--- src/rtl/mario_sprite_pkg.sv ---
// Shared types and constants for the Mario sprite sequencer and ROM address generator.
// The MARIO_SPRITE_MIRROR_EN build option is consumed by mario_anim_fsm and mario_sprite_ctrl.
package mario_sprite_pkg;

    typedef enum logic [2:0] {
        STAND = 3'd0,
        WALK1 = 3'd1,
        WALK2 = 3'd2,
        WALK3 = 3'd3,
        JUMP  = 3'd4
    } anim_state_t;

    localparam logic [3:0] SEL_STAND    = 4'd0;
    localparam logic [3:0] SEL_WALK1    = 4'd1;
    localparam logic [3:0] SEL_WALK2    = 4'd2;
    localparam logic [3:0] SEL_WALK3    = 4'd3;
    localparam logic [3:0] SEL_JUMP     = 4'd4;
    localparam logic [3:0] SEL_LEFT_OFS = 4'd5;

    localparam int          SPRITE_W_DEF  = 21;
    localparam int          SPRITE_H_DEF  = 21;
    localparam logic [23:0] KEY_COLOR_DEF = 24'h800080;

    function automatic logic [3:0] sel_base(input anim_state_t s);
        logic [3:0] sel;
        case (s)
            WALK1:   sel = SEL_WALK1;
            WALK2:   sel = SEL_WALK2;
            WALK3:   sel = SEL_WALK3;
            JUMP:    sel = SEL_JUMP;
            default: sel = SEL_STAND;
        endcase
        return sel;
    endfunction

endpackage

--- src/rtl/mario_anim_fsm.sv ---
// Per-frame animation sequencer: state, facing, walk step counter and the registered ROM select.
// With MARIO_SPRITE_MIRROR_EN defined the select stays in 0..4; otherwise left facing adds 5.
module mario_anim_fsm
    import mario_sprite_pkg::*;
#(
    parameter int STEP_TICKS = 6
) (
    input  logic        Clk,
    input  logic        Reset_n,
    input  logic        frame_tick,
    input  logic        move_left,
    input  logic        move_right,
    input  logic        airborne,
    output anim_state_t state_o,
    output logic        facing_left_o,
    output logic [3:0]  rom_sel_o
);

    localparam int                CNT_W    = (STEP_TICKS > 1) ? $clog2(STEP_TICKS) : 1;
    localparam logic [CNT_W-1:0]  CNT_LAST = CNT_W'(STEP_TICKS - 1);

    anim_state_t      state_q, state_d;
    logic             facing_left_q, facing_left_d;
    logic [CNT_W-1:0] cnt_q, cnt_d;
    logic [3:0]       rom_sel_q, rom_sel_d;
    logic             one_dir;

    assign one_dir = move_left ^ move_right;

    always_comb begin
        state_d       = state_q;
        facing_left_d = facing_left_q;
        cnt_d         = cnt_q;
        if (frame_tick) begin
            if (airborne) begin
                state_d = JUMP;
                cnt_d   = '0;
            end else if (one_dir) begin
                facing_left_d = move_left;
                // Entering a walk, or reversing mid-walk, restarts the cycle at WALK1.
                if (state_q == STAND || state_q == JUMP || move_left != facing_left_q) begin
                    state_d = WALK1;
                    cnt_d   = '0;
                end else if (cnt_q == CNT_LAST) begin
                    cnt_d = '0;
                    case (state_q)
                        WALK1:   state_d = WALK2;
                        WALK2:   state_d = WALK3;
                        default: state_d = WALK1;
                    endcase
                end else begin
                    cnt_d = cnt_q + 1'b1;
                end
            end else begin
                state_d = STAND;
                cnt_d   = '0;
            end
        end
        // Select is built from next-state so it lands on the same edge as the FSM update.
        rom_sel_d = sel_base(state_d);
`ifndef MARIO_SPRITE_MIRROR_EN
        if (facing_left_d) begin
            rom_sel_d = rom_sel_d + SEL_LEFT_OFS;
        end
`endif
    end

    always_ff @(posedge Clk or negedge Reset_n) begin
        if (!Reset_n) begin
            state_q       <= STAND;
            facing_left_q <= 1'b0;
            cnt_q         <= '0;
            rom_sel_q     <= SEL_STAND;
        end else begin
            state_q       <= state_d;
            facing_left_q <= facing_left_d;
            cnt_q         <= cnt_d;
            rom_sel_q     <= rom_sel_d;
        end
    end

    assign state_o       = state_q;
    assign facing_left_o = facing_left_q;
    assign rom_sel_o     = rom_sel_q;

endmodule

--- src/rtl/mario_sprite_ctrl.sv ---
// Mario sprite controller: animation select plus a 2-stage raster-to-ROM-address and chroma-key pipeline.
// Define MARIO_SPRITE_MIRROR_EN to mirror left-facing sprites from the right-facing ROMs.
module mario_sprite_ctrl
    import mario_sprite_pkg::*;
#(
    parameter int          SPRITE_W   = SPRITE_W_DEF,
    parameter int          SPRITE_H   = SPRITE_H_DEF,
    parameter int          ADDR_W     = 9,
    parameter int          STEP_TICKS = 6,
    parameter logic [23:0] KEY_COLOR  = KEY_COLOR_DEF
) (
    input  logic              Clk,
    input  logic              Reset_n,
    input  logic              frame_tick,
    input  logic              move_left,
    input  logic              move_right,
    input  logic              airborne,
    input  logic [9:0]        mario_x,
    input  logic [9:0]        mario_y,
    input  logic [9:0]        draw_x,
    input  logic [9:0]        draw_y,
    output logic [3:0]        rom_sel,
    output logic [ADDR_W-1:0] rom_addr,
    input  logic [23:0]       rom_color,
    output logic [23:0]       pix_color,
    output logic              pix_opaque
);

    localparam logic [10:0] SW = 11'(SPRITE_W);
    localparam logic [10:0] SH = 11'(SPRITE_H);

    anim_state_t anim_state;
    logic        facing_left;

    mario_anim_fsm #(
        .STEP_TICKS (STEP_TICKS)
    ) u_anim_fsm (
        .Clk           (Clk),
        .Reset_n       (Reset_n),
        .frame_tick    (frame_tick),
        .move_left     (move_left),
        .move_right    (move_right),
        .airborne      (airborne),
        .state_o       (anim_state),
        .facing_left_o (facing_left),
        .rom_sel_o     (rom_sel)
    );

    logic [10:0]       dx, dy, mx, my, col, row, col_eff, addr_full;
    logic              in_box_d, in_box_q;
    logic [ADDR_W-1:0] rom_addr_d, rom_addr_q;
    logic [23:0]       pix_color_d, pix_color_q;
    logic              pix_opaque_d, pix_opaque_q;

    // Stage 1: hit test in 11 bits so a sprite near the right/bottom edge never wraps.
    always_comb begin
        dx       = {1'b0, draw_x};
        dy       = {1'b0, draw_y};
        mx       = {1'b0, mario_x};
        my       = {1'b0, mario_y};
        in_box_d = (dx >= mx) && (dx < mx + SW) && (dy >= my) && (dy < my + SH);
        col      = dx - mx;
        row      = dy - my;
`ifdef MARIO_SPRITE_MIRROR_EN
        col_eff  = facing_left ? (SW - 11'd1 - col) : col;
`else
        col_eff  = col;
`endif
        addr_full  = row * SW + col_eff;
        rom_addr_d = in_box_d ? ADDR_W'(addr_full) : '0;
    end

    // Stage 2: rom_color answers rom_sel/rom_addr_q combinationally.
    always_comb begin
        pix_opaque_d = in_box_q && (rom_color != KEY_COLOR);
        pix_color_d  = pix_opaque_d ? rom_color : '0;
    end

    always_ff @(posedge Clk or negedge Reset_n) begin
        if (!Reset_n) begin
            rom_addr_q   <= '0;
            in_box_q     <= 1'b0;
            pix_color_q  <= '0;
            pix_opaque_q <= 1'b0;
        end else begin
            rom_addr_q   <= rom_addr_d;
            in_box_q     <= in_box_d;
            pix_color_q  <= pix_color_d;
            pix_opaque_q <= pix_opaque_d;
        end
    end

    assign rom_addr   = rom_addr_q;
    assign pix_color  = pix_color_q;
    assign pix_opaque = pix_opaque_q;

    // Select must always agree with the exposed animation state and facing.
    logic [3:0] sel_expect;
    always_comb begin
        sel_expect = sel_base(anim_state);
`ifndef MARIO_SPRITE_MIRROR_EN
        if (facing_left) begin
            sel_expect = sel_expect + SEL_LEFT_OFS;
        end
`endif
    end

    always_ff @(posedge Clk) begin
        if (Reset_n) begin
            assert (rom_sel == sel_expect);
        end
    end

endmodule

--- config.mk ---
export PLATFORM = sky130hd
export DESIGN_NAME = mario_sprite_ctrl
export DESIGN_NICKNAME = d
export VERILOG_FILES = /design/src/rtl/mario_sprite_pkg.sv /design/src/rtl/mario_anim_fsm.sv /design/src/rtl/mario_sprite_ctrl.sv
export SDC_FILE = /design/constraint.sdc
export NUM_CORES = 1
export LEC_CHECK = 0
export ABC_CLOCK_PERIOD_IN_PS = 2050
export CORE_ASPECT_RATIO = 0.9
export CORE_MARGIN = 8
export CORE_UTILIZATION = 45
export DETAILED_ROUTE_END_ITERATION = 12
export HOLD_SLACK_MARGIN = 0.06
export PLACE_DENSITY = 0.78
export REMOVE_ABC_BUFFERS = 1
export SLEW_MARGIN = 20
export SYNTH_ARGS = -nofsm -noshare
export SYNTH_HDL_FRONTEND = slang
export SYNTH_SLANG_ARGS = --single-unit
--- constraint.sdc ---
create_clock -name Clk -period 2.05 [get_ports Clk]
set_input_delay 0.205 -clock Clk [delete_from_list [all_inputs] [get_ports Clk]]
set_output_delay 0.205 -clock Clk [all_outputs]
set_load 0.01 [all_outputs]
==> Yosys cells after proc, flatten, opt, wreduce, memory -nomap -nowiden <==
Index checks and enable logic that the tools add are counted.
{ "classes": {"n_addsub": 7, "multipliers": 1, "n_lt_le_gt_ge": 4, "eq_ne": 10, "mux": 17, "bitwise": 1, "n_reduce_logical": 7} }
{ "op_table": {"columns": ["operator", "n"], "rows": [
  ["$mux 3", 9],
  ["$mux 24", 1],
  ["$ne 24x24->1 const B", 1],
  ["$add 10x5->11 const B", 2],
  ["$lt 10x11->1", 2],
  ["$ge 10x10->1", 2],
  ["$pmux 3 s4", 1],
  ["$mul 11x5->9 const B", 1],
  ["$sub 10x10->11", 1],
  ["$add 9x9->9", 1],
  ["$eq 3x2->1 const B", 3],
  ["$eq 3x3->1 const B", 3],
  ["$mux 9", 1],
  ["$sub 9x9->9", 1],
  ["$eq 3x1->1 const B", 2],
  ["$add 3x3->4 const B", 1],
  ["$logic_and 1x1->1", 4],
  ["$mux 4", 1],
  ["$pmux 2 s2", 1],
  ["$add 3x1->3 const B", 1],
  ["$logic_not 3->1", 1],
  ["$mux 1", 3],
  ["$logic_or 1x1->1", 2],
  ["$ne 1x1->1", 1],
  ["$xor 1x1->1", 1]
]} }
{ "word_totals": {"ff_bits": 46, "in_bits": 70, "output_inout_bits": 38, "wordCells": 55} }

==> Depth between registers and ports, before layout <==
Gate-level depths: netlist of the first run.
{ "depth": {"word_depth": 11, "ltp_mapped": 21, "ltp_nobuf": 21} }

==> Cells and area by module <==
A second synthesis of the first run with hierarchy kept.
{ "hier_totals": {"cells_unflattened": 442, "hier_area_um2": 4232.8} }
{ "modules_own_cells": {"columns": ["mod", "instances", "cells_per_inst", "area_each_um2", "seq_area_each_um2"], "rows": [
  ["mario_sprite_ctrl", 1, 382, 3597.2, 875.8],
  ["mario_anim_fsm", 1, 60, 635.6, 275.3]
]} }

==> Worst setup path before layout of the first run <==
No wires, ideal clock.
{ "synth_path": {"path_type": "input -> register", "startpoint": "input draw_y[0]", "endpoint": "register rom_addr_q[8] (netlist: rom_addr[8])", "setup_time_ps": 125, "t_arrival_ps": 4466, "required_ps": 1925, "path_slack_ps": -2541, "path_stages": 20, "path_buffers": 0, "cell_sequence": "inv_1 -> ha_1 -> inv_1 -> fa_1 -> a21o_1 -> a311o_1 -> a21oi_1 -> xnor2_1 -> ha_1 -> fa_1 -> inv_1 -> fa_1 -> fa_1 -> xnor2_1 -> xnor3_1 -> xnor2_1 -> xor2_1 -> xnor2_1 -> xnor2_1 -> nor2_1"} }
{ "synth_between": {"elab_chain_cells": 4, "elab_cells_between_ends": 8, "classes_between": "add/sub: 2; mul: 1; order compare: 2; mux: 1; reduce/logical: 2"} }
{ "synth_lines": {"columns": ["item", "line_no", "rtl"], "rows": [
  ["start, declared", "mario_sprite_ctrl.sv:21", "input logic [9:0] draw_y,"],
  ["$sub 10x10->11 / $ge 10x10->1 (equally long branches)", "mario_sprite_ctrl.sv:63, mario_sprite_ctrl.sv:61", null],
  ["$mul 11x5->9 / $logic_and 1x1->1 (equally long branches)", "mario_sprite_ctrl.sv:69, mario_sprite_ctrl.sv:61", null],
  ["$add 9x9->9 / $logic_and 1x1->1 (equally long branches)", "mario_sprite_ctrl.sv:69, mario_sprite_ctrl.sv:61", null],
  ["$mux 9 *", "mario_sprite_ctrl.sv:70", "rom_addr_d = in_box_d ? ADDR_W'(addr_full) : '0;"],
  ["via rom_addr_d[8]", "mario_sprite_ctrl.sv:51", "logic [ADDR_W-1:0] rom_addr_d, rom_addr_q;"],
  ["end signal, assigned", "mario_sprite_ctrl.sv:86", "rom_addr_q <= rom_addr_d;"],
  ["end, declared", "mario_sprite_ctrl.sv:51", null]
]} }
Mark *: on every way through the listed nets, which the timed path passes. The rest lies on a longest branch.
A chain may end at the register's enable or synchronous reset.

==> Final worst setup path of the first run <==
Same ends and word-level chain as after synthesis.

==> impl_results.md, run 1 <==
* Status: finished, violations left
* Failing checks: negative setup slack
* Net Switching at 2.521 mW
* Post-DP HPWL at 9514 um
* Main combinational cell family by area after synthesis: adder cells
* Yosys top cell area share at 28.05%
* Die Y at 106.6 um
* Hold WC Path Type: primary input to asynchronous set/reset pin
* Initial antenna violation count at 0
* Buf+Inv Stages, Crit Path at 4
* Worst-Margin Slew at 0.4514 ns
* Routed len/inst at 18.34 um
* Largest cells by area after synthesis: dfrtp_1 (28%), ha_1 (21%), fa_1 (8.3%)
* VDD IR max at 0.6012 mV
* Slowest cell on crit path: fa_1
* Xor/xnor cell area share of the yosys netlist at 8.232%
* Final min period at 4.295 ns
* # clock sinks at 46
* Ys Warns at 0
* CP cell instances: buf_6 > inv_4 > ha_4 > inv_2 > fa_2 > a21o_1 > a311o_1 > a21oi_2 > xnor2_2 > ha_1 > fa_2 > inv_2 > fa_1 > fa_2 > xnor2_2 > xnor3_1 > xnor2_2 > xor2_1 > xnor2_1 > xnor2_1 > nor2_1
* CTS max path bufs at 2
* Number of CTS-inserted buffers at 5
* Die width at 116.7 um
* Post-detailed-route DRC marker count at 0
* IO Count at 108
* CP delay by family, top: adder cells
* Cell area after layout at 0.006914 mm^2
* CP Launch Type: primary input
* Fmax at 232.8 MHz
* Initial DRC Count at 189
* Clock Power Share at 8.6%
* First-pass GRT wire length at 21510 um
* Placed cells at 755
* CTS tree: built
* Leak Pwr at 3.417 nW
* Vias in the first global route at 4551
* Clk_lat worst skew at 0.30 ns
* Initial core utilization at 45.59%
* Final worst slack at -2.245 ns
* Layout area overhead at 68.48%
* Number of distinct library cells after synthesis at 53
* Top cell type by total area after synthesis: dfrtp_1
* Int Power at 3.915 mW
* Reg power frac at 16.2%
* Nets at 818
* Area of the die at 0.01244 mm^2
* Slew HR at 69.13%
* Commonest cells in the synthesized netlist: inv_1 (78), ha_1 (69), dfrtp_1 (46)
* Max-capacitance violation count at 0
* GPL Wtd Cong at 0.8694
* Synthesized area at 0.004104 mm^2
* GR Util All Layers at 21.93%
* Crit. End Element: register
* Post-Synth Simple-Gate Area at 13.38%
* Final critical-path share of the clock period at 209.5%
* Core Region at 0.009001 mm^2
* Power density over the cells at 930.8 mW/mm^2
* N_diodes at 0
* Largest net degree at the start of global routing at 21
* RSZ-0062 raised after global routing: true
* Final Non-Filler Cells at 785
* Sequential share of the synthesized area at 28.05%
* Number of synthesized flops with an enable pin at 0
* Most numerous cell in the Yosys netlist: inv_1
* Pins Over Slew Limit at 0
* PortBufs at 107
* Mean post-synth cell area at 9.611 um^2
* Crit path max fanout at 2
* Clk_skew at 0.007927 ns
* Share of layout cells above drive strength 1 at 36.35%
* Syn Inst Count at 427
* Asr flop ratio synth at 100.0%
* Crit Path Class: primary input to register
* Row count at 33
* Via count at 4094
* Max incr delay on CP at 0.44 ns
* CP Data Required Time at 2.24 ns
* WL final at 14400 um
* Final Util at 76.81%
* Fill cells at 563
* Clock H-tree levels at 2
* TritonRoute pass-1 iters at 4
* Final hold vios at 0
* Synth Flop Type: dfrtp_1
* Sw Share at 39.17%
* Via density at 5.215
* Worst path arrival time at 4.48 ns
* Setup TNS at -14.90 ns
* Grt total ovfl at 0
* Adder-Cell Fraction of Synth Area at 29.33%
* Compound-gate portion of the synthesized area at 12.04%
* Gate power share at 75.2%
* DP Area at 0.006076 mm^2
* Seq cells post-synth at 46
* Final ANT Viol Nets at 0
* Clk slew on worst S/H paths at 0.08 ns
* Setup violators final at 11
* Root Buffer: clkbuf_8
* Mux contribution to synthesized area at 1.524%
layout by cell type (no fill, tap or decap), drive strengths merged, types with 3 or more instances in the layout:
cell type	netlist	routed
a211oi	6	6
a21o	8	8
a21oi	20	20
and2	27	27
and3	3	3
buf	1	129
clkbuf	2	11
clkdlybuf4s50	0	91
dfrtp	46	46
dlygate4sd2	0	5
fa	17	17
ha	69	69
inv	78	78
mux2i	4	4
nand2	13	13
nand2b	3	3
nand3	3	3
nand4	4	4
nor2	19	19
nor2b	5	5
nor3	7	7
nor4	4	4
o21a	5	5
o21ai	14	14
or2	3	3
xnor2	29	29
xor2	7	7
per-stage QoR:
stage / total power [mW] / worst slack, ns / hold slack, ns
4_1_cts: 5.866 / -2.089 / 0.2808
6_report: 6.436 / -2.245 / 0.2850
2_1_floorplan: 3.262 / -2.541 / -0.09059
5_1_grt: 6.902 / -2.376 / 0.2961
3_3_place_gp: 4.517 / -3.074 / 0.06917
3_5_place_dp: 4.701 / -3.242 / 0.07598
routing by layer:
metal	wire length, um	global-route usage (%)
met4	605	9.589
met3	927	3.933
met2	7457	41.61
met1	5406	23.00
met5	0	0
power by group through the flow:
stage          logic, mW  clock network [mW]  registers, mW
6_report            4.84               0.557           1.04
3_3_place_gp        3.47                   0           1.05
3_5_place_dp        3.64                   0           1.06
4_1_cts             4.26               0.569           1.04
5_1_grt             5.26               0.594           1.05
2_1_floorplan       2.17                   0           1.09
area by class of cell:
| cell class | instances | area, um^2 | share of cell area, % |
|---|---|---|---|
| tap | 122 | 152.6 | 2.208 |
| clock buffer | 7 | 86.33 | 1.249 |
| inverter | 78 | 297.8 | 4.307 |
| timing repair buffer | 231 | 2011 | 29.08 |
| multi-input combinational | 300 | 3211 | 46.44 |
| clock inverter | 1 | 5.005 | 0.07239 |
| sequential | 46 | 1151 | 16.65 |
path summary, 6_finish.rpt:
| path | startpoint | slack (ns) | to | depth (start not counted) |
|---|---|---|---|---|
| worst min register to register | u_anim_fsm.cnt_q[1] | 0.62 | u_anim_fsm.cnt_q[2] | 2 |
| min in group Clk | rom_color[20] | 0.49 | pix_color[20] | 2 |
| worst max register to register | u_anim_fsm.cnt_q[1] | -0.13 | u_anim_fsm.rom_sel_o[1] | 8 |
| max in group asynchronous | Reset_n | 1.23 | pix_color[11] | 3 |
| worst min-delay path | Reset_n | 0.29 | u_anim_fsm.rom_sel_o[1] | 2 |
| worst max-delay path | draw_y[0] | -2.25 | rom_addr[8] | 21 |
cell families (layout without fill, tap and decap cells):
logic type,Yosys count,after routing
AO/OA/AOI/OAI,73,73
buffers and inverters,81,317
multiplexers,6,6
AND/OR/NAND/NOR,98,98
adder cells (fa/ha/maj),86,86
flip-flops,46,46
XOR/XNOR,37,37
state kept, by name, indices dropped and copies added (netlist names):
name / count
pix_color: 24
u_anim_fsm.cnt_q: 3
u_anim_fsm.facing_left_o: 1
pix_opaque: 1
rom_addr: 9
in_box_q: 1
u_anim_fsm.rom_sel_o: 4
u_anim_fsm.state_o: 3
timing repair:
| item | CTS | global route |
|---|---|---|
| gates resized for setup | 134 | 46 |
| endpoints found under the hold margin | 8 | 0 |
| pin swaps | 80 | 52 |
| buffers inserted | 26 | 6 |
| setup endpoints to repair | 12 | 14 |
| hold buffers | 1 | 0 |
Note: power is estimated with default switching activity, not from simulation.
==> run 2, diff against run 1 <==
--- a/config.mk
+++ b/config.mk
@@ -9,8 +9,10 @@
 export CORE_ASPECT_RATIO = 0.9
 export CORE_MARGIN = 8
 export CORE_UTILIZATION = 45
+export CTS_CLUSTER_SIZE = 14
 export DETAILED_ROUTE_END_ITERATION = 12
 export HOLD_SLACK_MARGIN = 0.06
+export MAX_ROUTING_LAYER = met4
 export PLACE_DENSITY = 0.78
 export REMOVE_ABC_BUFFERS = 1
 export SLEW_MARGIN = 20
==> impl_results.md, run 2 (synthesis gave the netlist of run 1 again) <==
* Status: finished, violations left
* Failing checks: negative setup slack
* DP Worst Slack at -3.254 ns
* RSZ-0062 raised after global routing: true
* Max-capacitance violation count at 0
* TritonRoute pass-1 iters at 4
* Hold WC Path Type: primary input to asynchronous set/reset pin
* Root Buffer: clkbuf_8
* CTS tree: built
* Setup violators final at 11
* Initial DRC Count at 154
* PortBufs at 107
* Via count at 4017
* Crit. End Element: register
* Area of the die at 0.01244 mm^2
* Slew HR at 69.82%
* Fill cells at 569
* Final worst slack at -2.146 ns
* Clk_lat worst skew at 0.29 ns
* CP Launch Type: primary input
* Share of layout cells above drive strength 1 at 37.05%
* Largest net degree at the start of global routing at 21
* Max reg flops at 24
* CTS max path bufs at 2
* Fmax at 238.3 MHz
* Initial core utilization at 45.59%
* IO Count at 108
* Clk_skew at 0.004910 ns
* Vias in the first global route at 4341
* Register cell area after layout at 0.001152 mm^2
* Initial antenna violation count at 0
* Die Y at 106.6 um
* CP Data Required Time at 2.23 ns
* Number of CTS-inserted buffers at 5
* Row count at 33
* Cell area after layout at 0.006935 mm^2
* Worst hold slack at 0.3103 ns
* Via density at 5.111
* Leak Pwr at 3.457 nW
* Final hold vios at 0
* Post-DP HPWL at 9281 um
* Final Non-Filler Cells at 786
* VDD IR max at 0.5036 mV
* Pins Over Slew Limit at 0
* Final critical-path share of the clock period at 204.7%
* Layout area overhead at 68.99%
* Crit Path Class: primary input to register
* Final ANT Viol Nets at 0
* GPL Wtd Cong at 0.8921
* Worst-Margin Slew at 0.4499 ns
* Nets at 819
* GR Util All Layers at 20.50%
* Grt total ovfl at 0
* First-pass GRT wire length at 19840 um
* Most frequent cells in the layout: buf_4 (115), clkdlybuf4s50_1 (89), inv_1 (56), ha_1 (52), dfrtp_1 (45)
* Post-detailed-route DRC marker count at 0
* Length in cells of the worst reg-to-reg path at 8
* Placed cells at 755
* Power density over the cells at 922.0 mW/mm^2
* Crit path max fanout at 2
* Final min period at 4.196 ns
* Clock H-tree levels at 2
* Routed len/inst at 16.80 um
* Commonest non-fill, non-tap cell in the layout: buf_4
* DP Area at 0.006076 mm^2
* Clk slew on worst S/H paths at 0.08 ns
* Area of the multi-input gates at 0.003187 mm^2
* N_diodes at 0
* WL final at 13200 um
* Die width at 116.7 um
* Core Region at 0.009001 mm^2
* Worst path arrival time at 4.38 ns
* # clock sinks at 46
-- run 2: cell count changes in the layout (fill, tap and decap cells not counted), sizes merged --
cell / previous run / this run
bufinv: 0 / 1
clkinvlp: 0 / 1
buf: 129 / 131
dlymetal6s2s: 0 / 4
clkinv: 1 / 0
clkbuf: 11 / 9
clkdlybuf4s50: 91 / 89
dlygate4sd2: 5 / 3
-- run 2: worst paths after layout --
kind | from | to | slack (ns)
worst max-delay path | draw_y[0] | rom_addr[8] | -2.15
worst min-delay path | Reset_n | pix_color[22] | 0.31
worst max register to register | u_anim_fsm.cnt_q[1] | u_anim_fsm.rom_sel_o[1] | -0.13
worst min register to register | u_anim_fsm.cnt_q[0] | u_anim_fsm.cnt_q[0] | 0.66
max in group asynchronous | Reset_n | u_anim_fsm.state_o[1] | 1.22
min in group Clk | move_left | u_anim_fsm.rom_sel_o[1] | 0.50
-- run 2: per-layer routing --
layer  up-vias  wire length (um)  global-route usage [%]
li1       1896                 -                       -
met1      1929              5243                   21.95
met2       156              6775                   37.81
met3        36               775                   3.202
met4         0               407                   6.484
met5         -                 0                       -
-- run 2: worst max-delay path: stages --
cell	delay [ns]
buf_6	0.10
inv_4	0.05
ha_4	0.12
inv_2	0.04
fa_2	0.34
a21o_1	0.21
a311o_1	0.34
a21oi_2	0.19
xnor2_2	0.14
ha_1	0.27
fa_2	0.34
inv_2	0.07
fa_1	0.45
fa_2	0.41
xnor2_2	0.15
xnor3_1	0.24
xnor2_1	0.19
xor2_1	0.19
xnor2_1	0.16
xnor2_1	0.13
nor2_1	0.05
-- run 2: area by class of cell --
cell class | count | area share, %
clock buffer | 6 | 1.046
clock inverter | 2 | 0.5412
inverter | 78 | 4.294
multi-input combinational | 300 | 45.95
sequential | 46 | 16.62
tap | 122 | 2.201
timing repair buffer | 232 | 29.35
-- run 2: report_power, final --
part	switching, mW	total (mW)	internal [mW]
sequential	0.0394	1.04	1.00
combinational	2.12	4.71	2.59
clock	0.286	0.649	0.363
-- run 2: what timing repair did --
item | 4_1_cts | 5_1_grt
endpoints found under the hold margin | 8 | 0
pin swaps | 72 | 69
endpoints found under the setup margin | 13 | 13
setup buffers | 15 | 14
hold buffers | 1 | 0
gates resized for setup | 125 | 55
-- run 2: through the flow --
| step | util [%] | TNS (ns) | total power, mW |
|---|---|---|---|
| floorplan | - | -14.34 | 3.262 |
| global placement | 67.50 | -23.03 | 4.516 |
| detailed placement | 67.50 | -24.25 | 4.685 |
| CTS | 74.52 | -13.52 | 5.965 |
| global route | 77.05 | -14.85 | 6.863 |
| finish | 77.05 | -13.85 | 6.394 |
==> run 3, diff against run 2 <==
--- a/config.mk
+++ b/config.mk
@@ -9,11 +9,12 @@
 export CORE_ASPECT_RATIO = 0.9
 export CORE_MARGIN = 8
 export CORE_UTILIZATION = 45
-export CTS_CLUSTER_SIZE = 14
+export CTS_CLUSTER_SIZE = 28
 export DETAILED_ROUTE_END_ITERATION = 12
 export HOLD_SLACK_MARGIN = 0.06
 export MAX_ROUTING_LAYER = met4
 export PLACE_DENSITY = 0.78
+export RECOVER_POWER = 100
 export REMOVE_ABC_BUFFERS = 1
 export SLEW_MARGIN = 20
 export SYNTH_ARGS = -nofsm -noshare
==> impl_results.md, run 3 (synthesis gave the netlist of run 1 again) <==
* VDD IR max at 0.5022 mV
* Final Non-Filler Cells at 786
* Pins Over Slew Limit at 0
* Clk_skew at 0.005318 ns
* Fmax at 238.3 MHz
* Crit. End Element: register
* GR Util All Layers at 20.50%
* Grt total ovfl at 0
* Gate power share at 73.5%
* Core Region at 0.009001 mm^2
* Final hold vios at 0
* Setup violators final at 13
* Status: finished, violations left
* Crit Path Class: primary input to register
* Int Power at 3.908 mW
* Max reg flops at 24
* Commonest non-fill, non-tap cell in the layout: buf_4
* Share of layout cells above drive strength 1 at 35.99%
* RSZ-0062 raised after global routing: true
* Final worst slack at -2.146 ns
* Row count at 33
* Initial antenna violation count at 0
* First-pass GRT wire length at 19840 um
* Fill cells at 580
* Hold WC Path Type: primary input to asynchronous set/reset pin
* Reg power frac at 16.3%
* Slew HR at 63.20%
* Most frequent cells in the layout: buf_4 (111), inv_1 (56), ha_1 (52), clkdlybuf4s50_1 (50), dfrtp_1 (45)
* Die Y at 106.6 um
* Post-detailed-route DRC marker count at 0
* Post-DP HPWL at 9281 um
* Sw Share at 38.29%
* Die width at 116.7 um
* Final critical-path share of the clock period at 204.7%
* Initial DRC Count at 131
* CTS tree: built
* Failing checks: negative setup slack
* Clk_lat worst skew at 0.29 ns
* Placed cells at 755
* Final ANT Viol Nets at 0
* # clock sinks at 46
* Design Power at 6.334 mW
* Layout area overhead at 68.17%
* Clock Power Share at 10.2%
* Worst-Margin Slew at 0.5519 ns
* Number of CTS-inserted buffers at 5
* Leak Pwr at 3.543 nW
* Net Switching at 2.426 mW
* Via count at 4004
* PortBufs at 107
* CP Data Required Time at 2.23 ns
* CP Launch Type: primary input
* Routed len/inst at 16.71 um
* Crit path max fanout at 2
* WL final at 13140 um
* Clk slew on worst S/H paths at 0.08 ns
* Area of the die at 0.01244 mm^2
* Largest net degree at the start of global routing at 21
* Power density over the cells at 917.7 mW/mm^2
* Max-capacitance violation count at 0
* TritonRoute pass-1 iters at 4
* Final min period at 4.196 ns
* IO Count at 108
* Vias in the first global route at 4341
* Nets at 819
* Via density at 5.094
* DP Worst Slack at -3.254 ns
* Root Buffer: clkbuf_8
* Clock H-tree levels at 2
* GPL Wtd Cong at 0.8921
* Worst path arrival time at 4.38 ns
* N_diodes at 0
* CTS max path bufs at 2
* Initial core utilization at 45.59%
==> run 3: metrics by stage <==
| step | TNS [ns] | hold WS [ns] | instance area, um^2 | util (%) |
|---|---|---|---|---|
| after detailed placement | -24.25 | 0.07504 | 6076 | 67.50 |
| final | -14.15 | 0.4060 | 6902 | 76.68 |
| after global routing | -15.30 | 0.4488 | 6902 | 76.68 |
| after floorplan | -14.34 | -0.09059 | 4091 | - |
| after CTS | -13.52 | 0.3077 | 6708 | 74.52 |
| after global placement | -23.03 | 0.06976 | 6076 | 67.50 |
==> run 3: worst max-delay path: stages <==
cell	delay [ns]
buf_6	0.10
inv_4	0.05
ha_4	0.12
inv_2	0.04
fa_2	0.34
a21o_1	0.21
a311o_1	0.34
a21oi_2	0.19
xnor2_2	0.14
ha_1	0.27
fa_2	0.34
inv_2	0.07
fa_1	0.45
fa_2	0.41
xnor2_2	0.15
xnor3_1	0.24
xnor2_1	0.19
xor2_1	0.19
xnor2_1	0.16
xnor2_1	0.13
nor2_1	0.05
==> run 3: layer usage <==
| metal | vias up | global-route usage [%] | wire [um] | part of all wire, % |
|---|---|---|---|---|
| met1 | 1910 | 21.95 | 5164 | 39 |
| li1 | 1896 | - | - | - |
| met3 | 36 | 3.202 | 815 | 6.2 |
| met4 | 0 | 6.484 | 403 | 3.1 |
| met2 | 162 | 37.81 | 6753 | 51 |
| met5 | - | - | 0 | 0 |
==> run 3: power groups by stage <==
stage               Combinational [mW]  Sequential, mW  Clock, mW
finish                            4.65            1.03      0.647
global route                      5.07            1.04      0.695
CTS                               4.27            1.04      0.661
detailed placement                3.63            1.06          0
global placement                  3.46            1.05          0
floorplan                         2.17            1.09          0
==> run 3: area by class of cell <==
class                   instances  area, um^2  area share (%)
clock buffers                   6       72.57           1.051
clock inverters                 2       37.54          0.5439
inverters                      78       297.8           4.315
multi-input cells             300        3163           45.83
flip-flops and latches         46        1152           16.70
well taps                     122       152.6           2.212
repair buffers                232        2026           29.35
==> run 3: path summary, 6_finish.rpt <==
kind,start,end,slack [ns],depth (start not counted)
hold / removal,Reset_n,pix_color[22],0.41,2
setup / recovery,draw_y[0],rom_addr[8],-2.15,21
min in group Clk,move_left,u_anim_fsm.rom_sel_o[1],0.48,3
hold reg to reg,u_anim_fsm.cnt_q[0],u_anim_fsm.cnt_q[0],0.66,2
setup reg to reg,u_anim_fsm.cnt_q[1],u_anim_fsm.rom_sel_o[1],-0.29,8
max in group asynchronous,Reset_n,u_anim_fsm.state_o[1],0.79,3
==> run 3: what timing repair did <==
action | CTS | global route
setup endpoints to repair | 13 | 13
pin swaps | 72 | 69
resized for setup | 125 | 55
buffers inserted | 15 | 14
hold endpoints to repair | 8 | 0
hold buffers | 1 | 0
